--- config.mk ---
export PLATFORM = sky130hd
export DESIGN_NAME = pipeline_ctrl
export DESIGN_NICKNAME = d
export VERILOG_FILES = /design/src/rtl/pipeline_ctrl.sv
export SDC_FILE = /design/constraint.sdc
export NUM_CORES = 1
export LEC_CHECK = 0
export ABC_AREA = 1
export CAP_MARGIN = 10
export CORE_MARGIN = 1.5
export CORE_UTILIZATION = 40
export CTS_CLUSTER_SIZE = 20
export DETAILED_ROUTE_END_ITERATION = 8
export PLACE_DENSITY = 0.66
export SYNTH_ARGS = -nofsm -noshare
export SYNTH_HDL_FRONTEND = slang
export SYNTH_SLANG_ARGS = --single-unit
--- constraint.sdc ---
create_clock -name clk -period 2.5 [get_ports clk]
set_input_delay 0.25 -clock clk [delete_from_list [all_inputs] [get_ports clk]]
set_output_delay 0.25 -clock clk [all_outputs]
set_load 0.1 [all_outputs]
--- src/rtl/pipeline_ctrl.sv ---
// Hazard and sequencing controller for the 5-stage rv32i pipeline: stage enables/flushes, load-use, redirect, mem wait, halt.
// Optional macro PIPE_CTRL_PERF_EN adds stall/flush/memwait performance counters.
module pipeline_ctrl #(
  parameter int REG_ADDR_W  = 5,
  parameter int MEM_TIMEOUT = 255,
  parameter int TMO_W       = 16
) (
  input  logic                  clk,
  input  logic                  rst,
  input  logic [REG_ADDR_W-1:0] id_rs1,
  input  logic [REG_ADDR_W-1:0] id_rs2,
  input  logic                  id_uses_rs1,
  input  logic                  id_uses_rs2,
  input  logic [REG_ADDR_W-1:0] ex_rd,
  input  logic                  ex_mem_read,
  input  logic                  ex_redirect,
  input  logic                  mem_req,
  input  logic                  dmem_busy,
  input  logic                  id_halt,
  input  logic                  resume,
  output logic                  pc_ena,
  output logic                  ifid_ena,
  output logic                  idex_ena,
  output logic                  exmem_ena,
  output logic                  memwb_ena,
  output logic                  ifid_flush,
  output logic                  idex_flush,
  output logic                  exmem_flush,
  output logic                  memwb_flush,
  output logic [2:0]            state_o,
  output logic                  fault
`ifdef PIPE_CTRL_PERF_EN
  ,
  output logic [31:0]           perf_stall_cnt,
  output logic [31:0]           perf_flush_cnt,
  output logic [31:0]           perf_memwait_cnt
`endif
);

  typedef enum logic [2:0] {
    RUN        = 3'd0,
    MEM_WAIT   = 3'd1,
    HALT_DRAIN = 3'd2,
    HALT       = 3'd3,
    FAULT      = 3'd4
  } state_t;

  localparam logic [TMO_W-1:0] TMO_LIMIT = TMO_W'(MEM_TIMEOUT);

  state_t           state, state_nx;
  logic [TMO_W-1:0] tmo_cnt, tmo_nx;
  logic [1:0]       drain_cnt, drain_nx;
  logic             fault_q, fault_nx;
  logic             hazard;
  logic             run_like;
  logic             freeze;
  logic             count_busy;

  assign hazard = ex_mem_read && (ex_rd != '0) &&
                  ((id_uses_rs1 && (id_rs1 == ex_rd)) ||
                   (id_uses_rs2 && (id_rs2 == ex_rd)));

  assign state_o = state;
  assign fault   = fault_q;

  always_comb begin
    pc_ena      = 1'b1;
    ifid_ena    = 1'b1;
    idex_ena    = 1'b1;
    exmem_ena   = 1'b1;
    memwb_ena   = 1'b1;
    ifid_flush  = 1'b0;
    idex_flush  = 1'b0;
    exmem_flush = 1'b0;
    memwb_flush = 1'b0;
    state_nx    = state;
    tmo_nx      = tmo_cnt;
    drain_nx    = drain_cnt;
    fault_nx    = fault_q;
    run_like    = 1'b0;
    freeze      = 1'b0;
    count_busy  = 1'b0;

    case (state)
      RUN: begin
        if (mem_req && dmem_busy) begin
          freeze   = 1'b1;
          state_nx = MEM_WAIT;
          tmo_nx   = '0;
        end else begin
          run_like = 1'b1;
        end
      end
      MEM_WAIT: begin
        if (dmem_busy) begin
          freeze     = 1'b1;
          count_busy = 1'b1;
        end else begin
          run_like = 1'b1;
        end
      end
      HALT_DRAIN: begin
        // A busy memory pauses the drain exactly like MEM_WAIT, without advancing it.
        if (dmem_busy) begin
          freeze     = 1'b1;
          count_busy = 1'b1;
        end else begin
          tmo_nx     = '0;
          pc_ena     = 1'b0;
          ifid_ena   = 1'b0;
          ifid_flush = 1'b1;
          idex_flush = (drain_cnt != 2'd0);
          if (drain_cnt == 2'd2) begin
            state_nx = HALT;
            drain_nx = 2'd0;
          end else begin
            drain_nx = drain_cnt + 2'd1;
          end
        end
      end
      HALT: begin
        {pc_ena, ifid_ena, idex_ena, exmem_ena, memwb_ena} = '0;
        if (resume) state_nx = RUN;
      end
      FAULT: begin
        {pc_ena, ifid_ena, idex_ena, exmem_ena, memwb_ena} = '0;
      end
      default: state_nx = RUN;
    endcase

    if (freeze) begin
      pc_ena      = 1'b0;
      ifid_ena    = 1'b0;
      idex_ena    = 1'b0;
      exmem_ena   = 1'b0;
      memwb_flush = 1'b1;
    end

    if (count_busy) begin
      tmo_nx = tmo_cnt + TMO_W'(1);
      if (tmo_nx >= TMO_LIMIT) begin
        state_nx = FAULT;
        fault_nx = 1'b1;
      end
    end

    // Redirect outranks load-use, and both suppress a halt seen in the same cycle.
    if (run_like) begin
      tmo_nx   = '0;
      state_nx = RUN;
      if (ex_redirect) begin
        ifid_flush = 1'b1;
        idex_flush = 1'b1;
      end else if (hazard) begin
        pc_ena     = 1'b0;
        ifid_ena   = 1'b0;
        idex_flush = 1'b1;
      end else if (id_halt) begin
        pc_ena     = 1'b0;
        ifid_ena   = 1'b0;
        ifid_flush = 1'b1;
        state_nx   = HALT_DRAIN;
        drain_nx   = 2'd0;
      end
    end

    if (!rst) begin
      {pc_ena, ifid_ena, idex_ena, exmem_ena, memwb_ena}     = '0;
      {ifid_flush, idex_flush, exmem_flush, memwb_flush}     = '1;
    end
  end

  always_ff @(posedge clk) begin
    if (!rst) begin
      state     <= RUN;
      tmo_cnt   <= '0;
      drain_cnt <= '0;
      fault_q   <= 1'b0;
    end else begin
      state     <= state_nx;
      tmo_cnt   <= tmo_nx;
      drain_cnt <= drain_nx;
      fault_q   <= fault_nx;
    end
  end

`ifdef PIPE_CTRL_PERF_EN
  logic stall_evt;
  logic redirect_evt;

  assign stall_evt    = run_like && !ex_redirect && hazard;
  assign redirect_evt = run_like && ex_redirect;

  always_ff @(posedge clk) begin
    if (!rst) begin
      perf_stall_cnt   <= '0;
      perf_flush_cnt   <= '0;
      perf_memwait_cnt <= '0;
    end else begin
      if (stall_evt)         perf_stall_cnt   <= perf_stall_cnt + 32'd1;
      if (redirect_evt)      perf_flush_cnt   <= perf_flush_cnt + 32'd1;
      if (state == MEM_WAIT) perf_memwait_cnt <= perf_memwait_cnt + 32'd1;
    end
  end
`endif

endmodule

==> results.md <==
• 0.439 ns — transition time at the pin with the least slew margin
• 0 — final setup vio count
• dfxtp_1 27%, nand2_1 20%, inv_1 8.7% — top area cells in the synthesized netlist
• 0.149 — fraction of layout cells with a size suffix above 1
• met4 — top layer reached by signal wires
• 0 — warnings from Yosys
• 22 — Clock Sinks
• 2.09 ns — Min Clock Period, post-route
• 0.837 — final worst-path cycle share
• no — unrepaired setup endpoints after global routing
• 0.414 — starting density of the core
• 0 — count of cells resized by post-cts repair
• 0.000274 V — IR Drop Worst-Case VDD
• 2 — number of buffers between clock root and the deepest sink
• 278 — post-synthesis instance total
• nand2_1 — leading cell type in the layout, fill and taps excluded
• 1,654 — number of global-route vias before repair
• 407 — Fillers
• 0 — global route overflow
• 22 — number of register bits inferred by synthesis
• 11 — Worst Reg-to-Reg Cells
• 423 nW/um2 — pwr dens
• 7000 um — wire length of the first global-routing pass
• 0 — remaining design rule violation count
• 0 — pins over their slew limit
• 2.25 ns — WP data required
• 0.919 nW — leakage power
• 0.564 — core utilization of the finished layout
• 0 — number of nets with antenna violations after detailed routing
• 0.860 — weighted congestion at the end of routability-driven global placement
• 305 — syn nets
• 1640 um2 — Post-Syn Area
• yes — clock tree from TritonCTS
• 0 — buffers inserted during post-CTS setup optimization
• 36.3% — Area Overhead vs Synth
• clkbuf_8 — CTS root buf
• register — kind of launch point of the worst setup path
• 0.705 — Max-slew headroom
• 1,771 — Vias
• 1 — CTS HTree Levels
• 4 — 1st-pass router iterations
• 182 um — detailed route wirelength on metal3
• 3 — number of buffers added by the clock tree synthesis step
• 1.84 ns — Arr. time, crit path
• 478 MHz — achievable frequency
• 1970 um — metal1 wirelength
• 37 — number of buffers inserted by port buffering
• 0.197 — combined global-route utilization of all metal layers
• 5 — highest fanout seen on the critical path
• 87 x nand2_1, 36 x inv_1, 27 x nand3_1 — leading cell types in the layout, fill and taps excluded
• 78 — violation count after the first detailed-routing iteration
• 0.268 — portion of synthesized cell area occupied by the leading cell type
• 23 — Rows
• 0.451 ns — worst hold slack after final layout
• 0 — final antenna diode count
• 0.268 — fraction of the yosys area taken by sequential cells
• 343 — post-layout net count
• 0 — final hold violation count
• 0 — number of maximum-capacitance violations
• 4.85 — Via-to-Cell Ratio
• 3090 um — detailed-placement wirelength estimate
• 2 — cell depth of the worst min-delay path
• 0.00231 ns — worst setup skew after layout
• 0 — number of antenna violations at the first check in global routing
• 0.08 ns — CTS clk-pin slew, worst paths
• register to register — path type of the worst min-delay path
• 1840 um — met2 routed WL
• 30 — number of distinct library cell variants in the gate-level netlist after synthesis
• 4020 um — Final Routed Wirelength
• 11.0 um — detail-routed net length per standard cell
• 67.1 um — die extent in y
• 5.91 um2 — post-synthesis average cell area
• 0.26 ns — worst-skew pair later-pin latency
• primary output — endpoint type of the worst setup path
• 38 — total I/O pin count
• completed — result of the run
• register to primary output — Setup CP Type
• dfxtp_1 — leading area contributor after synthesis
• 18 — largest net degree at the start of global routing
• 3970 um2 — standard cell core area
• 67.1 um — horizontal die dimension
• 4500 um2 — die area
• 0 — cts-stage hold buffer count
[final cells by class]
cell class	count	area (um2)	share of cell area
flip-flops and latches	22	452	0.202
repair buffers	38	445	0.199
multi-input cells	211	1070	0.480
inverters	40	150	0.0671
clock buffers	4	55.1	0.0246
well taps	50	62.6	0.0279
[power by group]
group          internal (mW)  switching (mW)
Sequential             0.352         0.00477
Combinational          0.119           0.214
Clock                  0.140           0.116
[stage by stage]
step           area [um2]  power [mW]  worst slack, ns  std cells  TNS, ns
2_1_floorplan        1720       0.584           -0.653        278    -1.05
3_3_place_gp         2180       0.701            0.464        361        0
3_5_place_dp         2180       0.700            0.436        361        0
4_1_cts              2240       0.963            0.389        365        0
5_1_grt              2240       0.994            0.272        365        0
6_report             2240       0.946            0.407        365        0
[registers in the layout, indices dropped and copies added (netlist names)]
| signal | flops |
|---|---|
| drain_cnt | 2 |
| fault | 1 |
| state_o | 3 |
| tmo_cnt | 16 |
[path summary, 6_finish.rpt]
kind | start | endpoint | slack (ns)
worst min-delay path | fault | fault | 0.45
worst min register to register | fault | fault | 0.45
worst max register to register | tmo_cnt[0] | state_o[1] | 0.65
worst max-delay path | state_o[1] | ifid_ena | 0.41
[worst max-delay path, cell delays in order (launching register included)]
cell,delay (ns)
dfxtp_4,0.37
inv_2,0.07
nor3_2,0.03
inv_1,0.13
a21oi_4,0.07
inv_2,0.09
nand3_4,0.10
nor2_4,0.20
nand2_2,0.09
a31oi_4,0.22
buf_12,0.21
[layer usage]
layer  global-route usage  vias to the layer above
met3               0.0422                        4
li1                     -                      964
met4               0.0357                        0
met5                    0                        -
met1                0.249                      774
met2                0.343                       29
[cell usage after synthesis]
cell       instances
nor4_1             1
xor2_1             5
buf_4              2
buf_2              3
a31oi_1            1
nand3_2            2
o21ai_0            6
o22ai_1            2
a21oi_1           21
ha_1               2
nand2_1           89
nor2_4             2
o21ai_1            3
nor2_2             4
nand2_2            4
a21oi_4            1
nor3_1             2
nand3_1           28
o31ai_1            1
inv_2              2
nand3b_1           1
a21oi_2            1
o21bai_1           1
o211ai_1           1
o2111ai_1          1
dfxtp_1           22
or2_0              1
inv_1             38
nor2_1            25
nand4_1            6
[cells by family (layout without fill, tap and decap cells)]
family	after synthesis	after routing	share of synthesized area
and+or+nand+nor	165	165	0.443
buffers and inverters	45	82	0.110
AOI/OAI and AO/OA	39	39	0.137
DFF	22	22	0.268
xor gates and xnor gates	5	5	0.0267
adders and majority gates	2	2	0.0152
No activity file was read; power rests on OpenSTA's default activity.
